<file path="src/rtl/seg_pkg.sv">
// Shared constants and hex decode for the 7-segment scan driver.
package seg_pkg;

  localparam logic [7:0] SEG_BLANK = 8'hFF;

  // Active-low g..a patterns for 0-9, A, b, C, d, E, F.
  localparam logic [6:0] SEG_HEX [16] = '{
    7'b1000000, 7'b1111001, 7'b0100100, 7'b0110000,
    7'b0011001, 7'b0010010, 7'b0000010, 7'b1111000,
    7'b0000000, 7'b0010000, 7'b0001000, 7'b0000011,
    7'b1000110, 7'b0100001, 7'b0000110, 7'b0001110
  };

  function automatic logic [6:0] hex_to_seg(input logic [3:0] v);
    return SEG_HEX[v];
  endfunction

endpackage

</file>
<file path="src/rtl/seg_pwm_gen.sv">
// Brightness PWM: free-running counter modulo 2^BRIGHT_W-1 with duty compare.
module seg_pwm_gen #(
  parameter int unsigned BRIGHT_W = 4
) (
  input  logic                clk,
  input  logic                rst_n,
  input  logic [BRIGHT_W-1:0] i_bright,
  output logic                o_duty
);

  localparam int unsigned PwmPeriod = (1 << BRIGHT_W) - 1;
  localparam logic [BRIGHT_W-1:0] PwmLast = BRIGHT_W'(PwmPeriod - 1);

  logic [BRIGHT_W-1:0] r_pwm_cnt;

  always_ff @(posedge clk or negedge rst_n) begin
    if (!rst_n) begin
      r_pwm_cnt <= '0;
    end else if (r_pwm_cnt == PwmLast) begin
      r_pwm_cnt <= '0;
    end else begin
      r_pwm_cnt <= r_pwm_cnt + 1'b1;
    end
  end

  // Period of 2^W-1 makes 0 never on and all-ones always on.
  assign o_duty = (r_pwm_cnt < i_bright);

endmodule

</file>
<file path="src/rtl/seg_scan_driver.sv">
// Multiplexed common-anode 7-segment scan driver with PWM dimming, blink and guard interval.
// Build option: define SEG_LZ_SUPPRESS_EN to enable leading-zero suppression.
module seg_scan_driver
  import seg_pkg::*;
#(
  parameter int unsigned NUM_DIGITS   = 8,
  parameter int unsigned DIGIT_TICKS  = 100000,
  parameter int unsigned GUARD_TICKS  = 2000,
  parameter int unsigned BLINK_FRAMES = 50,
  parameter int unsigned BRIGHT_W     = 4
) (
  input  logic                    clk,
  input  logic                    rst_n,
  input  logic [4*NUM_DIGITS-1:0] digits,
  input  logic [NUM_DIGITS-1:0]   dp_mask,
  input  logic [NUM_DIGITS-1:0]   blank_mask,
  input  logic [NUM_DIGITS-1:0]   blink_mask,
  input  logic [BRIGHT_W-1:0]     bright,
  output logic [7:0]              seg_out,
  output logic [NUM_DIGITS-1:0]   an,
  output logic                    frame_tick
);

  localparam int unsigned TW  = (DIGIT_TICKS > 1) ? $clog2(DIGIT_TICKS) : 1;
  localparam int unsigned IW  = (NUM_DIGITS > 1) ? $clog2(NUM_DIGITS) : 1;
  localparam int unsigned BCW = (BLINK_FRAMES > 1) ? $clog2(BLINK_FRAMES) : 1;
  localparam logic [TW-1:0]  TickLast   = TW'(DIGIT_TICKS - 1);
  localparam logic [TW-1:0]  GuardTicks = TW'(GUARD_TICKS);
  localparam logic [IW-1:0]  IdxLast    = IW'(NUM_DIGITS - 1);
  localparam logic [BCW-1:0] BlinkLast  = BCW'(BLINK_FRAMES - 1);

  if (GUARD_TICKS >= DIGIT_TICKS || NUM_DIGITS == 0 || NUM_DIGITS > 16 ||
      BLINK_FRAMES == 0) begin : g_param_check
    $error("seg_scan_driver: invalid parameter combination");
  end

  logic [TW-1:0]           r_tick_cnt;
  logic [IW-1:0]           r_idx;
  logic [BCW-1:0]          r_blink_cnt;
  logic                    r_blink_phase;
  logic [4*NUM_DIGITS-1:0] r_digits_sh;
  logic [NUM_DIGITS-1:0]   r_dp_sh;
  logic [NUM_DIGITS-1:0]   r_blank_sh;
  logic [NUM_DIGITS-1:0]   r_blink_sh;
  logic [BRIGHT_W-1:0]     r_bright_sh;
  logic [NUM_DIGITS-1:0]   r_an;
  logic [7:0]              r_seg;
  logic                    r_frame_tick;

  logic                    w_frame_start;
  logic                    w_slot_end;
  logic                    w_frame_end;
  logic [4*NUM_DIGITS-1:0] w_digits;
  logic [NUM_DIGITS-1:0]   w_dp;
  logic [NUM_DIGITS-1:0]   w_blank;
  logic [NUM_DIGITS-1:0]   w_blink;
  logic [BRIGHT_W-1:0]     w_bright;
  logic [NUM_DIGITS-1:0]   w_lz;
  logic [3:0]              w_cur_digit;
  logic                    w_duty;
  logic                    w_lit;

  assign w_frame_start = (r_tick_cnt == '0) && (r_idx == '0);
  assign w_slot_end    = (r_tick_cnt == TickLast);
  assign w_frame_end   = w_slot_end && (r_idx == IdxLast);

  // In the capture cycle itself the display already uses the values being captured.
  assign w_digits = w_frame_start ? digits     : r_digits_sh;
  assign w_dp     = w_frame_start ? dp_mask    : r_dp_sh;
  assign w_blank  = w_frame_start ? blank_mask : r_blank_sh;
  assign w_blink  = w_frame_start ? blink_mask : r_blink_sh;
  assign w_bright = w_frame_start ? bright     : r_bright_sh;

`ifdef SEG_LZ_SUPPRESS_EN
  always_comb begin : p_lz
    logic v_run;
    w_lz  = '0;
    v_run = 1'b1;
    for (int i = NUM_DIGITS - 1; i > 0; i--) begin
      v_run   = v_run && (w_digits[4*i +: 4] == 4'h0) && !w_dp[i];
      w_lz[i] = v_run;
    end
  end
`else
  assign w_lz = '0;
`endif

  seg_pwm_gen #(
    .BRIGHT_W(BRIGHT_W)
  ) u_pwm (
    .clk     (clk),
    .rst_n   (rst_n),
    .i_bright(w_bright),
    .o_duty  (w_duty)
  );

  assign w_cur_digit = w_digits[{r_idx, 2'b00} +: 4];
  assign w_lit = (r_tick_cnt >= GuardTicks) && w_duty && !w_blank[r_idx] &&
                 !(w_blink[r_idx] && r_blink_phase) && !w_lz[r_idx];

  always_ff @(posedge clk or negedge rst_n) begin
    if (!rst_n) begin
      r_tick_cnt <= '0;
      r_idx      <= '0;
    end else if (w_slot_end) begin
      r_tick_cnt <= '0;
      r_idx      <= (r_idx == IdxLast) ? '0 : r_idx + 1'b1;
    end else begin
      r_tick_cnt <= r_tick_cnt + 1'b1;
    end
  end

  // Advancing at frame end means the new phase is in force from the next frame start.
  always_ff @(posedge clk or negedge rst_n) begin
    if (!rst_n) begin
      r_blink_cnt   <= '0;
      r_blink_phase <= 1'b0;
    end else if (w_frame_end) begin
      if (r_blink_cnt == BlinkLast) begin
        r_blink_cnt   <= '0;
        r_blink_phase <= ~r_blink_phase;
      end else begin
        r_blink_cnt <= r_blink_cnt + 1'b1;
      end
    end
  end

  always_ff @(posedge clk or negedge rst_n) begin
    if (!rst_n) begin
      r_digits_sh <= '0;
      r_dp_sh     <= '0;
      r_blank_sh  <= '0;
      r_blink_sh  <= '0;
      r_bright_sh <= '0;
    end else if (w_frame_start) begin
      r_digits_sh <= digits;
      r_dp_sh     <= dp_mask;
      r_blank_sh  <= blank_mask;
      r_blink_sh  <= blink_mask;
      r_bright_sh <= bright;
    end
  end

  always_ff @(posedge clk or negedge rst_n) begin
    if (!rst_n) begin
      r_an         <= '1;
      r_seg        <= SEG_BLANK;
      r_frame_tick <= 1'b0;
    end else begin
      r_an         <= w_lit ? ~(NUM_DIGITS'(1) << r_idx) : '1;
      r_seg        <= {~w_dp[r_idx], hex_to_seg(w_cur_digit)};
      r_frame_tick <= w_frame_start;
    end
  end

  assign an         = r_an;
  assign seg_out    = r_seg;
  assign frame_tick = r_frame_tick;

endmodule
</file>
<file path="config.mk">
export PLATFORM = sky130hd
export DESIGN_NAME = seg_scan_driver
export DESIGN_NICKNAME = d
export VERILOG_FILES = /design/src/rtl/seg_pkg.sv /design/src/rtl/seg_pwm_gen.sv /design/src/rtl/seg_scan_driver.sv
export SDC_FILE = /design/constraint.sdc
export NUM_CORES = 1
export LEC_CHECK = 0
export CAP_MARGIN = 20
export CORE_MARGIN = 2
export CORE_UTILIZATION = 55
export DETAILED_ROUTE_END_ITERATION = 10
export GPL_TIMING_DRIVEN = 0
export PLACE_DENSITY_LB_ADDON = 0.12
export SLEW_MARGIN = 5
export SYNTH_ARGS = -nofsm -noshare
export SYNTH_HDL_FRONTEND = slang
export SYNTH_SLANG_ARGS = --single-unit
</file>
<file path="constraint.sdc">
create_clock -name clk -period 4.2 [get_ports clk]
set_input_delay 0.84 -clock clk [delete_from_list [all_inputs] [get_ports clk]]
set_output_delay 0.84 -clock clk [all_outputs]
set_load 0.01 [all_outputs]
</file>
-- After elaboration in Yosys (flattened, before gate mapping)
Memories as Yosys holds them, arrays and structs flattened. A register that Yosys moved wholly into a read port is not among the register bits.
Index checks and enable logic that the tools add are counted.
- register bits: 108
- logic and storage cells: 66
- output and inout bits: 17
- bits of input ports: 62
- memories: 2
- bits in read-only memories: 120
- memories (name ; words ; bits a word ; rd ports ; clocked after memory_dff ; wr ports ; line ; source):
    (name not given) ; 16 ; 7 ; 1 ; 1 ; 0 ; seg_pkg.sv:15 ; return SEG_HEX[v];
    (name not given) ; 8 ; 1 ; 1 ; 0 ; 0 ; seg_scan_driver.sv:99 ; !(w_blink[r_idx] && r_blink_phase) && !w_lz[r_idx];
- add/subtract/negate cells: 4
- shifts and indexed selects: 2
- order comparisons: 4
- reductions and logical operators: 14
- bitwise gates (word level): 4
- multiplexer cells: 19
- equality and inequality tests: 4
- operator list (cell ; number):
    32-bit two-way mux ; 1
    8-bit two-way mux ; 4
    32-bit by 6-bit indexed part select with 4-bit output ; 1
    17-bit by 1-bit adder with 17-bit output, second input constant ; 1
    17-bit == test, second input constant ; 1
    17-bit by 11-bit greater-or-equal comparator with 1-bit output, second input constant ; 1
    17-bit logical NOT ; 1
    17-bit two-way mux ; 1
    7-bit two-way mux ; 2
    1-bit binary-select mux with 3-bit select ; 3
    4-bit two-way mux ; 2
    8-bit inverter ; 1
    1-bit by 3-bit left shift with 8-bit output, first input constant ; 1
    1-bit logical AND ; 7
    6-bit by 1-bit adder with 6-bit output, second input constant ; 1
    6-bit == test, second input constant ; 1
    6-bit two-way mux ; 1
    5-bit greater-or-equal comparator, second input constant ; 1
    4-bit inverter with 5-bit output ; 1
    4-bit by 1-bit adder with 4-bit output, second input constant ; 1
    4-bit == test, second input constant ; 1
    1-bit logical NOT ; 4
    3-bit by 4-bit < comparator with 1-bit output, second input constant ; 1
    4-bit < comparator ; 1
    other kinds (7) ; 11

-- Longest topological paths before layout
- depth in word-level cells: 10
- depth in mapped cells: 17
- gate-level depth less buffers: 13

-- Cells and area by module
A second synthesis with hierarchy kept.
- cell total of the unflattened synthesis: 496
- area, all modules: 5534.1 um2
- by module, submodules not included (module ; times used ; area each (um2) ; seq. area each (um2) ; cells each):
    seg_scan_driver ; 1 ; 5287.6 ; 2622.5 ; 469
    seg_pwm_gen ; 1 ; 246.5 ; 100.1 ; 27

-- Worst setup path before layout
OpenSTA, ideal clock, no wires.
- kind: reg-to-reg
- from: register r_idx[0]
- to: register r_seg[5] (netlist: seg_out[5])
- slack: 0.365 ns
- cell stages (with the launch flop): 15
- buffers on the path: 3
- arrival: 3.755 ns
- library setup time: 0.080 ns
- required time: 4.120 ns
- clock period less this slack: 3.835 ns
- cells stage by stage: dfrtp_1 inv_2 clkbuf_1 clkbuf_1 ha_1 nor3b_1 nand2_1 nor2_2 buf_6 mux2_4 mux2_2 mux4_2 ha_1 mux2_1 o2bb2ai_1
- longest elaborated chain between the ends: 5
- RTL lines (what ; line ; source):
    start: declaration ; seg_scan_driver.sv:38 ; logic [IW-1:0] r_idx;
    start signal: assignment ; seg_scan_driver.sv:107 ; r_idx <= (r_idx == IdxLast) ? '0 : r_idx + 1'b1;
    3-bit logical NOT ; seg_scan_driver.sv:63 ; assign w_frame_start = (r_tick_cnt == '0) && (r_idx == '0);
    1-bit logical AND ; seg_scan_driver.sv:63 ;
    32-bit two-way mux ; -- ;
    named net w_digits[1] ; seg_scan_driver.sv:53 ; logic [4*NUM_DIGITS-1:0] w_digits;
    32-bit by 6-bit indexed part select with 4-bit output ; seg_scan_driver.sv:97 ; assign w_cur_digit = w_digits[{r_idx, 2'b00} +: 4];
    4-bit inverter with 5-bit output (not written as such) ; seg_pkg.sv:15 ;
    end: declaration ; seg_scan_driver.sv:47 ; logic [7:0] r_seg;
The timed path passes the listed nets, and every way through them passes these cells.
A chain may end at the register's enable or synchronous reset.

-- Worst setup path in the final report
- from: register r_idx[1]
- to: register r_seg[1] (netlist: seg_out[1])
The elaborated chain is that of the path after synthesis.

==> results by group <==
Timing
  – Sum of negative setup slack: 0 ns
  – Maximum clock rate: 261.4 MHz
  – Count of final setup violators: 0
  – RSZ-0062 raised after global routing: no
  – Max Slew Vio Count: 0
  – Clock Skew: 0.01529 ns
  – Final period util: 91.08%
  – Worst-margin pin slew: 0.6452 ns
  – Max_slew headroom: 56.99%
  – Final Hold Violating Endpoints: 0
  – Fin crit period: 3.826 ns

Global route
  – Initial antenna violation count: 0
  – Largest net degree at the start of global routing: 60
  – Grt ovf: 0
  – Global-route wire length before repair: 20.29 mm
  – GRT Util Overall: 23.16%
  – Number of global-route vias before repair: 4173

Clocking
  – Clock buffer depth: 2
  – H-tree lvl count: 3
  – Cts hold-fix bufs: 0
  – Clock Sinks: 108
  – CTS buffer count: 9
  – Clk_lat worst skew: 0.37 ns
  – Worst-path clk slew: 0.11 ns
  – Clock tree root driver cell: clkbuf_8
  – CTS tree: built

Routing
  – DRC: 0
  – Routed len/inst: 16.66 um
  – Drt first pass iters: 4
  – Post-DRT Antenna Nets: 0
  – Vias: 3980
  – Drt via density: 5.590
  – DR iter-0 viols: 247
  – Drt total wl: 11.87 mm

Pwr
  – Part of the power in registers: 58.5%
  – VDD IR max: 133.6 uV
  – Pleak: 2.918 nW
  – Switching Fraction: 24.33%
  – Pint: 1.414 mW
  – Clock power share: 31.5%
  – Combinational power share: 10.0%
  – Final total power: 1.868 mW
  – Pwr dens: 276.1 mW/mm2
  – Sw Pwr: 0.4545 mW

Placement
  – PortBufs: 78
  – Routability congestion estimate: 0.8527
  – HPWL after DPL: 8.765 mm

Die
  – I/O Pins: 79
  – Core box area: 0.009819 mm2
  – Initial Util: 56.94%
  – # rows: 36
  – Full die area: 0.01099 mm2
  – Die width: 104.8 um
  – DIE HEIGHT: 104.8 um

Synth
  – Yosys Warn Count: 0
  – Synth Instances: 486
  – Asr flop ratio synth: 100.0%
  – Unique masters post-synth: 52
  – Syn_area_per_cell: 11.51 um2
  – Main synth FF type: dfrtp_1
  – Post-synthesis sequential area ratio: 48.69%
  – Cell taking the most area after synthesis: dfrtp_1
  – EDFF count, synth: 0
  – Synth Register Bits: 108
  – Syn Std Cell Area: 0.005592 mm2
  – Top post-synthesis cells by area: dfrtp_1, dfstp_2, mux2_1
  – Synth top area share: 41.17%
  – Mapped Nets: 566

Worst setup path
  – CP peak stage delay: 0.55 ns
  – Critical path endpoint category: flip-flop
  – Crit-path leading delay family: multiplexers
  – CP max stage cell: mux4_2
  – WP data arrival: 4.13 ns
  – Crit Path Category: reg2reg
  – Critical path, cell by cell: inv_4, buf_6, ha_2, nor3b_2, nand2_1, nor2_2, buf_6, mux2_4, mux2_2, mux4_2, inv_1, ha_1, inv_1, mux2i_1, a32o_1
  – FF-to-FF setup slack: 0.37 ns
  – Startpoint types: flip-flop
  – Worst path required time: 4.50 ns
  – R2r endpoint: seg_out[1]
  – Buffers & Inverters on Critical Path: 5
  – Reg-to-Reg Start: r_idx[1]
  – Crit-path max FO: 11
  – R2R cell count: 15

Layout
  – Final nets: 654
  – Layout area overhead: 21.01%
  – Fill cells: 752
  – # diodes: 0
  – Ratio of cells with drive above 1 in the final layout: 18.31%

Hold path
  – Hold Path Class: in2async

Outcome
  – Run status: completed

Job
  – Max Cap Viol: 0
-- per-stage QoR --
| stage | util, % | worst slack [ns] | hold slack (ns) | instances | instance area, um2 |
|---|---|---|---|---|---|
| final | 68.91 | 0.3745 | 0.4776 | 712 | 6766 |
| after global routing | 68.91 | 0.07927 | 0.5092 | 712 | 6766 |
| after CTS | 68.92 | 0.06773 | 0.4937 | 714 | 6768 |
| after detailed placement | 66.85 | -0.6226 | 0.4706 | 698 | 6564 |
| after global placement | 66.59 | -1.686 | 0.4624 | 697 | 6539 |
| after floorplan | - | 0.3651 | 0.4494 | 486 | 5592 |
-- registers in the layout, summed over array words and instances, names as in the netlist --
register and flops:
r_digits_sh 32, r_tick_cnt 17, an 8, r_blank_sh 8, r_blink_sh 8, r_dp_sh 8
seg_out 8, r_blink_cnt 6, r_bright_sh 4, u_pwm.r_pwm_cnt 4, r_idx 3, frame_tick 1
r_blink_phase 1
-- Yosys cell counts (2+ instances only) --
master and count:
a22oi_1 12, mux2i_1 9, o22ai_1 2, nor3b_1 3, and3_1 3, o21ai_1 7
buf_4 6, inv_2 2, nor2b_1 2, nand4_1 14, ha_1 18, a21oi_1 5
mux4_2 8, o2bb2ai_1 2, and2_1 2, inv_1 14, nand2b_1 4, o21ai_0 14
clkbuf_1 9, dfrtp_1 92, nand2_1 69, or3_1 2, buf_2 2, mux2_2 29
mux2_1 32, xnor2_1 9, mux2_4 8, xor2_1 12, a211oi_1 13, nand3_1 11
nor2_1 29, dfstp_2 16, buf_6 4, nor3_1 4
-- cells in the final DEF, fill, tap and decap left out, types with 5 or more instances in the layout --
master and count:
a22oi_1 12, nor2_1 29, xnor2_1 9, a21oi_1 5, dfrtp_1 90, ha_1 17, mux2_4 8, buf_6 5
clkdlybuf4s50_1 77, buf_4 6, mux4_2 8, o21ai_1 7, clkbuf_1 8, xor2_1 12, mux2_1 32, mux2_2 29
dfstp_2 16, inv_1 14, o21ai_0 14, clkbuf_8 9, nand3_1 11, nand4_1 14, mux2i_1 9, a211oi_1 13
nand2_1 69
-- per-layer routing --
layer / vias up / GRT usage, % / wire length [um]
met5: - / 0 / 0
met4: 0 / 7.905 / 159
met3: 13 / 3.057 / 537
met2: 102 / 39.33 / 5903
met1: 1969 / 30.72 / 5266
li1: 1896 / - / -
-- layout make-up --
cell class | count | area [um2] | area share [%]
multi-input combinational | 339 | 2675 | 39.53
tap | 133 | 166.4 | 2.459
clock buffer | 10 | 127.6 | 1.886
inverter | 17 | 68.82 | 1.017
clock inverter | 6 | 47.55 | 0.7027
buffer | 19 | 130.1 | 1.923
timing repair buffer | 80 | 825.8 | 12.20
sequential | 108 | 2725 | 40.27
-- how the worst max path moves through the flow --
stage          startpoint         endpoint  cells past startpoint
2_1_floorplan    r_idx[0]       seg_out[5]                     14
3_3_place_gp        rst_n  r_digits_sh[22]                      1
3_5_place_dp     r_idx[0]            an[3]                     17
4_1_cts          r_idx[1]            an[3]                     17
5_1_grt          r_idx[1]            an[7]                     16
6_report         r_idx[1]       seg_out[1]                     15
-- logic make-up (layout without fill, tap and decap cells) --
group | count (synthesis) | in the layout | synth area share (%)
adder cells (fa/ha/maj) | 18 | 18 | 4.028
AND/OR/NAND/NOR | 152 | 152 | 13.36
XOR/XNOR | 21 | 21 | 3.289
buffers and inverters | 39 | 132 | 3.602
multiplexers | 86 | 86 | 19.27
AO/OA/AOI/OAI | 62 | 62 | 7.765
flip-flops | 108 | 108 | 48.69
-- repair_timing --
action / CTS / global route
resized for setup: 5 / 6
setup buffers: 1 / 0
pin swaps: 1 / 0
endpoints found under the setup margin: 15 / 11
-- power by group through the flow --
stage	Sequential, mW	Clock (mW)	Combinational (mW)
6_report	1.09	0.588	0.188
4_1_cts	1.09	0.601	0.190
2_1_floorplan	1.11	0	0.0718
3_3_place_gp	1.11	0	0.181
3_5_place_dp	1.11	0	0.189
5_1_grt	1.10	0.632	0.205
-- worst register-to-register path, delay by kind of cell, from the launching register on --
kind / cells / cell delay, ns
adder cells (fa/ha/maj): 2 / 0.47
AO/OA/AOI/OAI: 1 / 0.24
multiplexers: 4 / 1.24
buffers and inverters: 5 / 0.73
flip-flops: 1 / 0.51
AND/OR/NAND/NOR: 3 / 0.56
(Power assumes the default switching activity.)
